File: src/rtl/mem_burst_arbiter.sv
// Multi-channel arbiter plus byte-serial burst engine for block fills, writebacks and MMIO accesses.
// Define MEM_ARB_ROUND_ROBIN_EN for round-robin arbitration; otherwise the lowest-index channel wins.
module mem_burst_arbiter #(
    parameter int CHANNELS    = 2,
    parameter int BLOCK_WIDTH = 4,
    parameter int BLOCK_SIZE  = 2**BLOCK_WIDTH
) (
    input  logic                             clkIn,
    input  logic                             resetIn,
    input  logic                             clearIn,
    input  logic [CHANNELS-1:0]              reqValid,
    input  logic [CHANNELS-1:0]              reqWrite,
    input  logic [CHANNELS-1:0]              reqSingle,
    input  logic [2*CHANNELS-1:0]            reqSize,
    input  logic [32*CHANNELS-1:0]           reqAddr,
    input  logic [8*BLOCK_SIZE*CHANNELS-1:0] reqData,
    output logic [CHANNELS-1:0]              reqReady,
    output logic [CHANNELS-1:0]              respValid,
    output logic [8*BLOCK_SIZE-1:0]          respData,
    input  logic [7:0]                       memIn,
    output logic [31:0]                      memAddr,
    output logic [7:0]                       memOut,
    output logic                             memWrite
);

    localparam int IDX_W  = (CHANNELS > 1) ? $clog2(CHANNELS) : 1;
    localparam int DBYTES = (BLOCK_SIZE > 4) ? BLOCK_SIZE : 4;
    localparam int DW     = 8 * DBYTES;
    localparam int BW     = 8 * BLOCK_SIZE;
    localparam int CNT_W  = $clog2(DBYTES) + 1;

    typedef enum logic [1:0] {IDLE, READ, WRITE, DONE} state_t;

    state_t             state, state_nxt;
    logic [IDX_W-1:0]   win, owner;
    logic               grant;
    logic               sel_write, sel_single;
    logic [1:0]         sel_size;
    logic [31:0]        sel_addr, sel_base, base;
    logic [BW-1:0]      sel_data;
    logic [CNT_W-1:0]   sel_len, len, count, count_nxt, cap_idx;
    logic               is_write;
    logic [DW-1:0]      wdata, rdata;

`ifdef MEM_ARB_ROUND_ROBIN_EN
    logic [IDX_W-1:0]   last;
`endif

    always_comb begin
        int   idx;
        logic found;
        win   = '0;
        found = 1'b0;
        idx   = 0;
`ifdef MEM_ARB_ROUND_ROBIN_EN
        for (int k = 1; k <= CHANNELS; k++) begin
            idx = int'(last) + k;
            if (idx >= CHANNELS) idx = idx - CHANNELS;
            if (!found && reqValid[idx]) begin
                win   = IDX_W'(idx);
                found = 1'b1;
            end
        end
`else
        for (int i = CHANNELS - 1; i >= 0; i--) begin
            if (reqValid[i]) win = IDX_W'(i);
        end
`endif
    end

    always_comb begin
        sel_write  = 1'b0;
        sel_single = 1'b0;
        sel_size   = 2'b00;
        sel_addr   = '0;
        sel_data   = '0;
        for (int i = 0; i < CHANNELS; i++) begin
            if (IDX_W'(i) == win) begin
                sel_write  = reqWrite[i];
                sel_single = reqSingle[i];
                sel_size   = reqSize[2*i +: 2];
                sel_addr   = reqAddr[32*i +: 32];
                sel_data   = reqData[BW*i +: BW];
            end
        end
        sel_base = sel_single ? sel_addr : (sel_addr & ~(32'(BLOCK_SIZE) - 32'd1));
        if (!sel_single)            sel_len = CNT_W'(BLOCK_SIZE);
        else if (sel_size == 2'b00) sel_len = CNT_W'(1);
        else if (sel_size == 2'b01) sel_len = CNT_W'(2);
        else                        sel_len = CNT_W'(4);
    end

    assign grant     = (state == IDLE) && !clearIn && (|reqValid);
    assign count_nxt = count + CNT_W'(1);
    assign cap_idx   = count - CNT_W'(1);

    always_comb begin
        state_nxt = state;
        case (state)
            IDLE:    if (grant) state_nxt = sel_write ? WRITE : READ;
            READ:    if (clearIn) state_nxt = IDLE;
                     else if (count == len) state_nxt = DONE;
            WRITE:   if (count == len - CNT_W'(1)) state_nxt = DONE;
            default: state_nxt = IDLE;
        endcase
    end

    always_ff @(posedge clkIn or negedge resetIn) begin
        if (!resetIn) state <= IDLE;
        else          state <= state_nxt;
    end

`ifdef MEM_ARB_ROUND_ROBIN_EN
    always_ff @(posedge clkIn or negedge resetIn) begin
        if (!resetIn)   last <= IDX_W'(CHANNELS - 1);
        else if (grant) last <= win;
    end
`endif

    // Byte i is addressed in burst cycle i; the RAM returns it one cycle later.
    always_ff @(posedge clkIn or negedge resetIn) begin
        if (!resetIn) begin
            owner    <= '0;
            is_write <= 1'b0;
            base     <= '0;
            len      <= '0;
            wdata    <= '0;
            rdata    <= '0;
            count    <= '0;
            reqReady <= '0;
            memAddr  <= '0;
            memOut   <= '0;
            memWrite <= 1'b0;
        end else begin
            reqReady <= '0;
            case (state)
                IDLE: if (grant) begin
                    owner    <= win;
                    is_write <= sel_write;
                    base     <= sel_base;
                    len      <= sel_len;
                    wdata    <= DW'(sel_data);
                    count    <= '0;
                    reqReady <= CHANNELS'(1) << win;
                    memAddr  <= sel_base;
                    if (sel_write) begin
                        memOut   <= sel_data[7:0];
                        memWrite <= 1'b1;
                    end
                end
                READ: if (!clearIn) begin
                    if (count == CNT_W'(1))
                        rdata <= {{(DW-8){1'b0}}, memIn};
                    else if (count != '0)
                        rdata[{cap_idx, 3'b000} +: 8] <= memIn;
                    if (count_nxt < len) memAddr <= base + 32'(count_nxt);
                    count <= count_nxt;
                end
                WRITE: begin
                    if (count_nxt < len) begin
                        memAddr <= base + 32'(count_nxt);
                        memOut  <= wdata[{count_nxt, 3'b000} +: 8];
                        count   <= count_nxt;
                    end else begin
                        memWrite <= 1'b0;
                    end
                end
                default: ;
            endcase
        end
    end

    // A flush landing on the completion cycle of a read discards it; writes always complete.
    assign respValid = ((state == DONE) && (is_write || !clearIn)) ? (CHANNELS'(1) << owner) : '0;
    assign respData  = rdata[BW-1:0];

endmodule

File: config.mk
export PLATFORM = sky130hd
export DESIGN_NAME = mem_burst_arbiter
export DESIGN_NICKNAME = d
export VERILOG_FILES = /design/src/rtl/mem_burst_arbiter.sv
export SDC_FILE = /design/constraint.sdc
export NUM_CORES = 1
export LEC_CHECK = 0
export CORE_MARGIN = 5
export CORE_UTILIZATION = 40
export DETAILED_ROUTE_END_ITERATION = 6
export PLACE_DENSITY = 0.76
export SLEW_MARGIN = 20
export SYNTH_ARGS = -nofsm -noshare
export SYNTH_HDL_FRONTEND = slang
export SYNTH_SLANG_ARGS = --single-unit
export TNS_END_PERCENT = 10
File: constraint.sdc
create_clock -name clkIn -period 4.7 [get_ports clkIn]
set_clock_uncertainty 0.2 [all_clocks]
set_input_delay 0.705 -clock clkIn [delete_from_list [all_inputs] [get_ports clkIn]]
set_output_delay 0.705 -clock clkIn [all_outputs]
set_load 0.005 [all_outputs]
Word-level counts from Yosys, hierarchy flattened
Cells that the tools add are included.
{ "classes": {"bitwise": 1, "n_eq_ne": 14, "n_reduce_logical": 19, "n_mux": 39, "addsub": 5, "shift": 5, "n_lt_le_gt_ge": 1} }
{ "ops": {"columns": ["cell", "count"], "rows": [
  ["2-to-1 mux 128 bit", 3],
  ["bitwise mux 128 bit", 1],
  ["2-to-1 mux 32 bit", 4],
  ["variable shift 8 x 10 -> 128 bit (first input constant)", 1],
  ["variable part select 128 x 9 -> 8 bit", 1],
  ["variable part select 8 x 10 -> 128 bit", 1],
  ["one-hot mux 32 bit (3 select lines)", 1],
  ["adder 32 x 5 -> 32 bit", 1],
  ["2-to-1 mux 8 bit", 3],
  ["2-to-1 mux 5 bit", 4],
  ["2-to-1 mux 2 bit", 9],
  ["one-hot mux 8 bit (2 select lines)", 1],
  ["one-hot mux 5 bit (3 select lines)", 1],
  ["inequality test 2 bit (second input constant)", 6],
  ["AND reduction 4 bit", 3],
  ["equality test 5 bit", 2],
  ["negation 8 -> 10 bit", 1],
  ["subtractor 5 x 1 -> 5 bit (second input constant)", 2],
  ["AND reduction 3 bit", 3],
  ["2-to-1 mux 1 bit", 7],
  ["2-to-1 mux 3 bit", 2],
  ["one-hot mux 2 bit (3 select lines)", 1],
  ["adder 5 x 1 -> 5 bit (second input constant)", 1],
  ["equality test 5 x 1 -> 1 bit (second input constant)", 1],
  ["other kinds (17)", 24]
]} }
{ "word_totals": {"out_inout_bits": 173, "reg_bits": 345, "inputBits": 341, "wordCells": 96} }

Longest topological paths before layout
Gate-level depths: netlist of run 1.
{ "logic_depth": {"ltp_word": 7, "mapped_depth": 13, "mapped_depth_nobuf": 11} }

Worst setup path after synthesis of run 1
No wires, ideal clock.
{ "synth_path": {"path_type": "reg2reg", "start": "register count[0]", "end": "register memAddr[21]", "setup_ns": 0.126, "required_time_ns": 4.374, "stages_incl_launch_ff": 12, "arrival_ns": 3.029, "path_slack_ns": 1.345, "path_cell_list": "dfrtp_1 -> ha_1 -> xnor2_1 -> inv_2 -> buf_2 -> buf_2 -> ha_1 -> nand4_1 -> a211oi_2 -> nand4_1 -> xnor2_1 -> a221o_1"} }
{ "synth_via": {"elab_chain_cells": 5, "elab_cells_between_ends": 6, "classes_between": "add/sub: 2; order compare: 1; mux: 3"} }
{ "synth_rtl": {"columns": ["element", "line_no", "text"], "rows": [
  ["from (decl)", "41", "logic [CNT_W-1:0] sel_len, len, count, count_nxt, cap_idx;"],
  ["from (signal assigned)", "157", "count <= count_nxt;"],
  ["from (signal assigned)", "163", "count <= count_nxt;"],
  ["adder 5 x 1 -> 5 bit *", "94", "assign count_nxt = count + CNT_W'(1);"],
  ["adder 32 x 5 -> 32 bit or less-than comparator 5 bit (tied branches)", "156, 161, 160", null],
  ["2-to-1 mux 32 bit *", "156, 160", null],
  ["2-to-1 mux 32 bit", "151", "READ: if (!clearIn) begin"],
  ["one-hot mux 32 bit (3 select lines) *", "136", "case (state)"],
  ["to (signal assigned)", "145", "memAddr <= sel_base;"],
  ["to (signal assigned)", "156", "if (count_nxt < len) memAddr <= base + 32'(count_nxt);"],
  ["to (signal assigned)", "161", "memAddr <= base + 32'(count_nxt);"],
  ["to (decl)", "21", "output logic [31:0] memAddr,"]
]} }
Mark *: on every way between the ends. The rest lies on a longest branch, timed or not. The select of a mux whose other input is x is not followed.
A chain may end at the register's enable or synchronous reset.

Final worst setup path of run 1
Same ends and word-level chain as after synthesis.

==> flow_summary.ini, run 1 <==
[setup_path]
startpoint_type = flop
cp_top_family = compound AO/OA/AOI/OAI gates
worst-endpoint-required_ns = 4.93
arrival_ns = 4.17
reg2regPathDepth = 10
critical_path_buf_inv_count = 2
path_cells = buf_4 > nand3_1 > xnor2_1 > inv_2 > ha_1 > nand4_1 > a211oi_2 > nand4_1 > xnor2_1 > a221o_1
crit_fanout = 18
endpoint_kind = flop
slowest_delay_ns = 0.69
crit_cells = 10
critPathKind = reg2reg
critPathSlowestCell = a211oi_2

[power_and_ir_drop]
p_leak_nw = 9.93
ir_worst_vdd_v = 0.000272
powerDensity_mw_per_mm2 = 564

[layout]
regArea_mm2 = 0.00861
final_core_util = 0.564
drive_gt1_frac = 0.0745
final_cell_mix = clkdlybuf4s50_1, nand2_1, dfrtp_1
syn_to_final_growth_pct = 40.0
layoutNonFillerInstCount = 2853
final_common_cell = clkdlybuf4s50_1
antenna_cells = 0
n_fill_cell = 3666
nNetsFinal = 2608
multi_input_area_mm2 = 0.00810

[routing]
avgRoutedWirePerCell_um = 21.4
drtIter0Drc = 1174
route.detailed.drc = 0
wirelength_mm = 61.0
vias = 15588
dr.pass1.iters = 5
ant_nets = 0
post_drt_via_cell_ratio = 5.46

[cts]
root_buffer = clkbuf_16
clk_pin_slew_worst_paths_ns = 0.06
clock_sinks = 344
cts_inserted_buffers = 38
cts.repair.resized = 0
htree_levels = 2
cts_setup_buffers = 0
clockBufferDepth = 3
cts_tree = done
insertion_delay_ns = 0.55
hold_buffers = 0

[yosys]
synth_warnings = 0
synthXorXnorAreaFrac = 0.0263
synth_edf_count = 0
ys_ff_latch = 344
avgSynthCellArea_um2 = 9.71
yosys_most_used_dff = dfrtp_1
yosys.area_share.simple = 0.181
ys_seq_area_frac = 0.498
synth.net_count = 2145
syn_inst = 1780
yosysUniqueCellTypes = 75
async_flop_share = 1.00
synth_compound_area_frac = 0.168
muxShareOfSynthArea = 0.0733
synth_top_family_by_area = simple AND/OR/NAND/NOR gates
netlist_area_mm2 = 0.0173
synthAdderAreaFrac = 0.0178

[placed_design]
place.gp.congestion = 0.953
portBuffers = 513
dpl.cell_count = 2788
place_ws_ns = 0.845
dp_hpwl_mm = 46.8

[grt]
grt.total_usage = 0.250
grt_overflow = 0
grt_start_max_net_pins = 104
grt_pass1_vias = 15950
grt_pass1_wl_mm = 93.6
antenna_found_initial = 4

[run_status]
violations = hold timing
status = complete, but fails checks

[floorplanning]
chipWidth_um = 218
dieArea_mm2 = 0.0475
placementRows = 76
ios = 514
die_h_um = 218
core-area_mm2 = 0.0429
initial_utilization = 0.403

[timing]
fin_crit_ns = 3.94
grt_setup_unrepaired = false
finalWorstSetupSlack_ns = 0.765
slew_viol_final = 0
setup_viol = 0
worst_pin_slew_ns = 1.05
fmax_mhz = 254
finalHoldViolCount = 2
final.period_utilization = 0.837
timing.hold.ws_ns = -0.00576
finalSetupTns_ns = 0
max-slew-margin-rel = 0.300

[job]
cap_violations = 0

[worst_hold_path]
worst_hold_path_type = in2async
through the flow:
step / area (um^2) / power (mW)
after floorplan: 17300 / 8.31
after global placement: 23000 / 10.6
final: 24200 / 13.6
after global routing: 24200 / 14.5
after detailed placement: 23000 / 10.8
after CTS: 24200 / 13.8
routing by layer:
metal  track usage  wire length (um)  vias up
met4        0.0726              1760        8
met1         0.327             25100     7592
li1              -                 -     7218
met5             0                52        -
met2         0.419             29700      656
met3        0.0550              4320      114
synthesized netlist by cell type, drive strengths merged (2+ instances only):
master   instances  share of area
nor2b            3         0.0011
a21bo            8         0.0046
and3             7         0.0025
mux2i           50          0.029
nor3            18         0.0064
o21ai           99          0.030
o22a             3         0.0015
or3              3         0.0011
a2111oi          2         0.0010
o32ai            3         0.0015
a21o             4         0.0017
nand2b          10         0.0041
mux2            14         0.0091
xnor2           20          0.013
a22o            26          0.013
o32a             3         0.0017
a21oi           30         0.0096
a21boi           2        0.00087
a32o             8         0.0046
nor3b            4         0.0017
nand2          449          0.098
a211oi           5         0.0025
nand3           26          0.014
clkbuf          77          0.017
dfrtp          344           0.50
buf             47          0.015
xor2            26          0.014
o221ai          11         0.0056
o31a             2         0.0010
nand4           16         0.0058
o31ai            3         0.0029
inv             22         0.0048
nor4             8         0.0072
o2bb2ai         65          0.033
mux4            27          0.035
a31oi          128          0.046
and4             4         0.0020
ha              23          0.017
o211ai           6         0.0026
and2             5         0.0020
nor2           156          0.034
state kept, by name, summed over array words and instances, names as in the netlist:
register	count
memAddr	32
count	5
base	32
memOut	8
is_write	1
wdata	128
owner	1
len	4
state	2
respData	128
reqReady	2
memWrite	1
report_power, final:
group          leakage, nW  internal (mW)  switching (mW)  total [mW]
clock network        0.596           1.70            1.22        2.92
registers             4.30           4.02           0.841        4.86
logic                 5.04           2.67            3.20        5.87
total                 9.93           8.39            5.26        13.6
cell type report:
type,count,area share
well taps,585,0.0303
repair buffers,547,0.226
multi-input cells,1290,0.335
flip-flops and latches,344,0.356
clock inverters,12,0.00403
clock buffers,53,0.0458
inverters,22,0.00341
final timing paths:
kind                           endpoint  slack [ns]         from
min in group clkIn          memAddr[23]        0.29  memAddr[23]
setup / recovery            memAddr[21]        0.76     count[0]
setup reg to reg            memAddr[21]        0.76     count[0]
hold reg to reg             memAddr[23]        0.29  memAddr[23]
hold / removal             respData[44]      -0.006      resetIn
max in group asynchronous    wdata[103]        3.25      resetIn
cell families (layout without fill, tap and decap cells):
logic type,after synthesis,after routing
flops,344,344
fa+ha+maj,24,24
compound gates,416,416
mux,91,91
simple gates,713,713
xor+xnor,46,46
buf+inv,146,634
(Power assumes the default switching activity.)
==> run 2: changes to the inputs <==
--- a/config.mk
+++ b/config.mk
@@ -8,7 +8,7 @@
 export CORE_MARGIN = 5
 export CORE_UTILIZATION = 40
 export DETAILED_ROUTE_END_ITERATION = 6
-export PLACE_DENSITY = 0.76
+export PLACE_DENSITY = 0.78
 export SLEW_MARGIN = 20
 export SYNTH_ARGS = -nofsm -noshare
 export SYNTH_HDL_FRONTEND = slang
==> constraint.sdc (replaced) <==
create_clock -name clkIn -period 3.6 [get_ports clkIn]
set_clock_uncertainty 0.2 [all_clocks]
set_input_delay 0.54 -clock clkIn [delete_from_list [all_inputs] [get_ports clkIn]]
set_output_delay 0.54 -clock clkIn [all_outputs]
set_load 0.005 [all_outputs]
==> run 2 against run 1 <==
  * The flow now finishes without violations
  * Cell area rose by 1.4%
  * Worst hold slack improved by 0.29 ns
  * First-iteration DRC count rose by 13%
  * Highest routed layer is now met4
  * Total power rose by 33%
  * Via count fell by 0.11%
  * Routed wire length fell by 1.4%
==> flow_summary.ini, run 2 (synthesis gave the netlist of run 1 again) <==
[timing]
finalSetupTns_ns = 0
fmax_mhz = 299
final.period_utilization = 0.929
grt_setup_unrepaired = false
worst_pin_slew_ns = 0.881
fin_crit_ns = 3.34
max-slew-margin-rel = 0.412
slew_viol_final = 0
finalHoldViolCount = 0
setup_viol = 0

[power_and_ir_drop]
powerDensity_mw_per_mm2 = 739
switching_share = 0.378
p_total_mw = 18.1
clock_power_share = 0.220
ir_worst_vdd_v = 0.000500
power_switching_mw = 6.85
p_leak_nw = 10.1
seqPwrFrac = 0.348
internal_power_mw = 11.3
combPwrFrac = 0.432

[setup_path]
startpoint_type = flop
crit_top_cell = buf_4
path_cells = buf_4 > inv_2 > buf_4 > ha_1 > fa_1 > a211o_1 > a21oi_1 > nor3_2 > nand2_1 > xor2_1 > o221ai_1
critical_path_buf_inv_count = 3
critPathKind = reg2reg
worst-endpoint-required_ns = 3.79
endpoint_kind = flop
arrival_ns = 3.53
crit_fanout = 10
critPathSlowestCell = a21oi_1
cp_top_family = compound AO/OA/AOI/OAI gates
slowest_delay_ns = 0.52

[grt]
grt_pass1_wl_mm = 91.5
grt_pass1_vias = 15809
grt.total_usage = 0.245
grt_overflow = 0
grt_start_max_net_pins = 106
antenna_found_initial = 0

[placed_design]
dp_hpwl_mm = 46.5
portBuffers = 513
place.gp.congestion = 0.920

[cts]
clk_pin_slew_worst_paths_ns = 0.06
root_buffer = clkbuf_16
insertion_delay_ns = 0.55
cts_tree = done
htree_levels = 2
cts_inserted_buffers = 38
cts_setup_buffers = 0
clock_sinks = 344
clockBufferDepth = 3

[floorplanning]
placementRows = 76
ios = 514
initial_utilization = 0.403
die_h_um = 218
core-area_mm2 = 0.0429
chipWidth_um = 218
dieArea_mm2 = 0.0475

[routing]
post_drt_via_cell_ratio = 5.41
vias = 15571
wirelength_mm = 60.1
drtIter0Drc = 1326
ant_nets = 0
dr.pass1.iters = 5
avgRoutedWirePerCell_um = 20.9
route.detailed.drc = 0

[layout]
final_common_cell = clkdlybuf4s50_1
drive_gt1_frac = 0.0854
antenna_cells = 0
syn_to_final_growth_pct = 42.0
nNetsFinal = 2637
final_cell_mix = clkdlybuf4s50_1, nand2_1, dfrtp_1

[worst_hold_path]
worst_hold_path_type = reg2reg

[job]
cap_violations = 0

[run_status]
status = completed
-- run 2: power groups by stage --
| stage | registers (mW) | logic, mW | clock network [mW] |
|---|---|---|---|
| after floorplan | 5.96 | 4.89 | 0 |
| after global placement | 6.30 | 7.66 | 0 |
| after detailed placement | 6.35 | 7.86 | 0 |
| after CTS | 6.31 | 7.90 | 4.05 |
| after global routing | 6.46 | 8.57 | 4.21 |
| final | 6.31 | 7.82 | 4.00 |
-- run 2: worst paths after layout --
check                            start     endpoint  slack [ns]  cells after the start
max                           count[0]  memAddr[24]        0.26                     11
min                        memAddr[15]  memAddr[15]        0.29                      2
max reg2reg                   count[0]  memAddr[24]        0.26                     11
min reg2reg                memAddr[15]  memAddr[15]        0.29                      2
max in group asynchronous      resetIn     count[0]        1.85                      3
min in group asynchronous      resetIn  memAddr[25]        0.43                      2
-- run 2: final cells by class --
cell class	count	area, um^2
inverter	22	82.6
tap	585	732
fill	3614	18300
timing repair buffer	576	5750
multi-input combinational	1290	8100
clock inverter	11	165
clock buffer	52	1100
sequential	344	8610
-- run 2: metrics by stage --
step                      area [um^2]  worst slack [ns]  cells  hold slack (ns)  utilization
after floorplan                 17300             0.245   1780           0.0444            -
after global placement          23300             0.324   2816            0.263        0.542
after detailed placement        23300             0.320   2816            0.271        0.542
after CTS                       24500             0.255   2880            0.287        0.572
after global routing            24500            0.0149   2880            0.302        0.572
final                           24500             0.256   2880            0.285        0.572
-- run 2: tightest hold or removal path, cell delays in order, from the launching register on --
cell	delay (ns)
dfrtp_1	0.35
nand2_1	0.05
nand2_1	0.06
-- run 2: routing by layer --
metal  vias to the layer above  wire, um  GRT usage  part of all wire
li1                       7273         -          -                 -
met1                      7546     24500      0.317              0.41
met2                       658     29700      0.416              0.49
met3                        94      4270     0.0526             0.071
met4                         0      1720     0.0708             0.029
met5                         -         0          0                 0
-- run 2: timing repair --
| item | 4_1_cts | 5_1_grt |
|---|---|---|
| hold endpoints to repair | 96 | 0 |
| hold buffers | 1 | 0 |
| resized for setup | 0 | 0 |
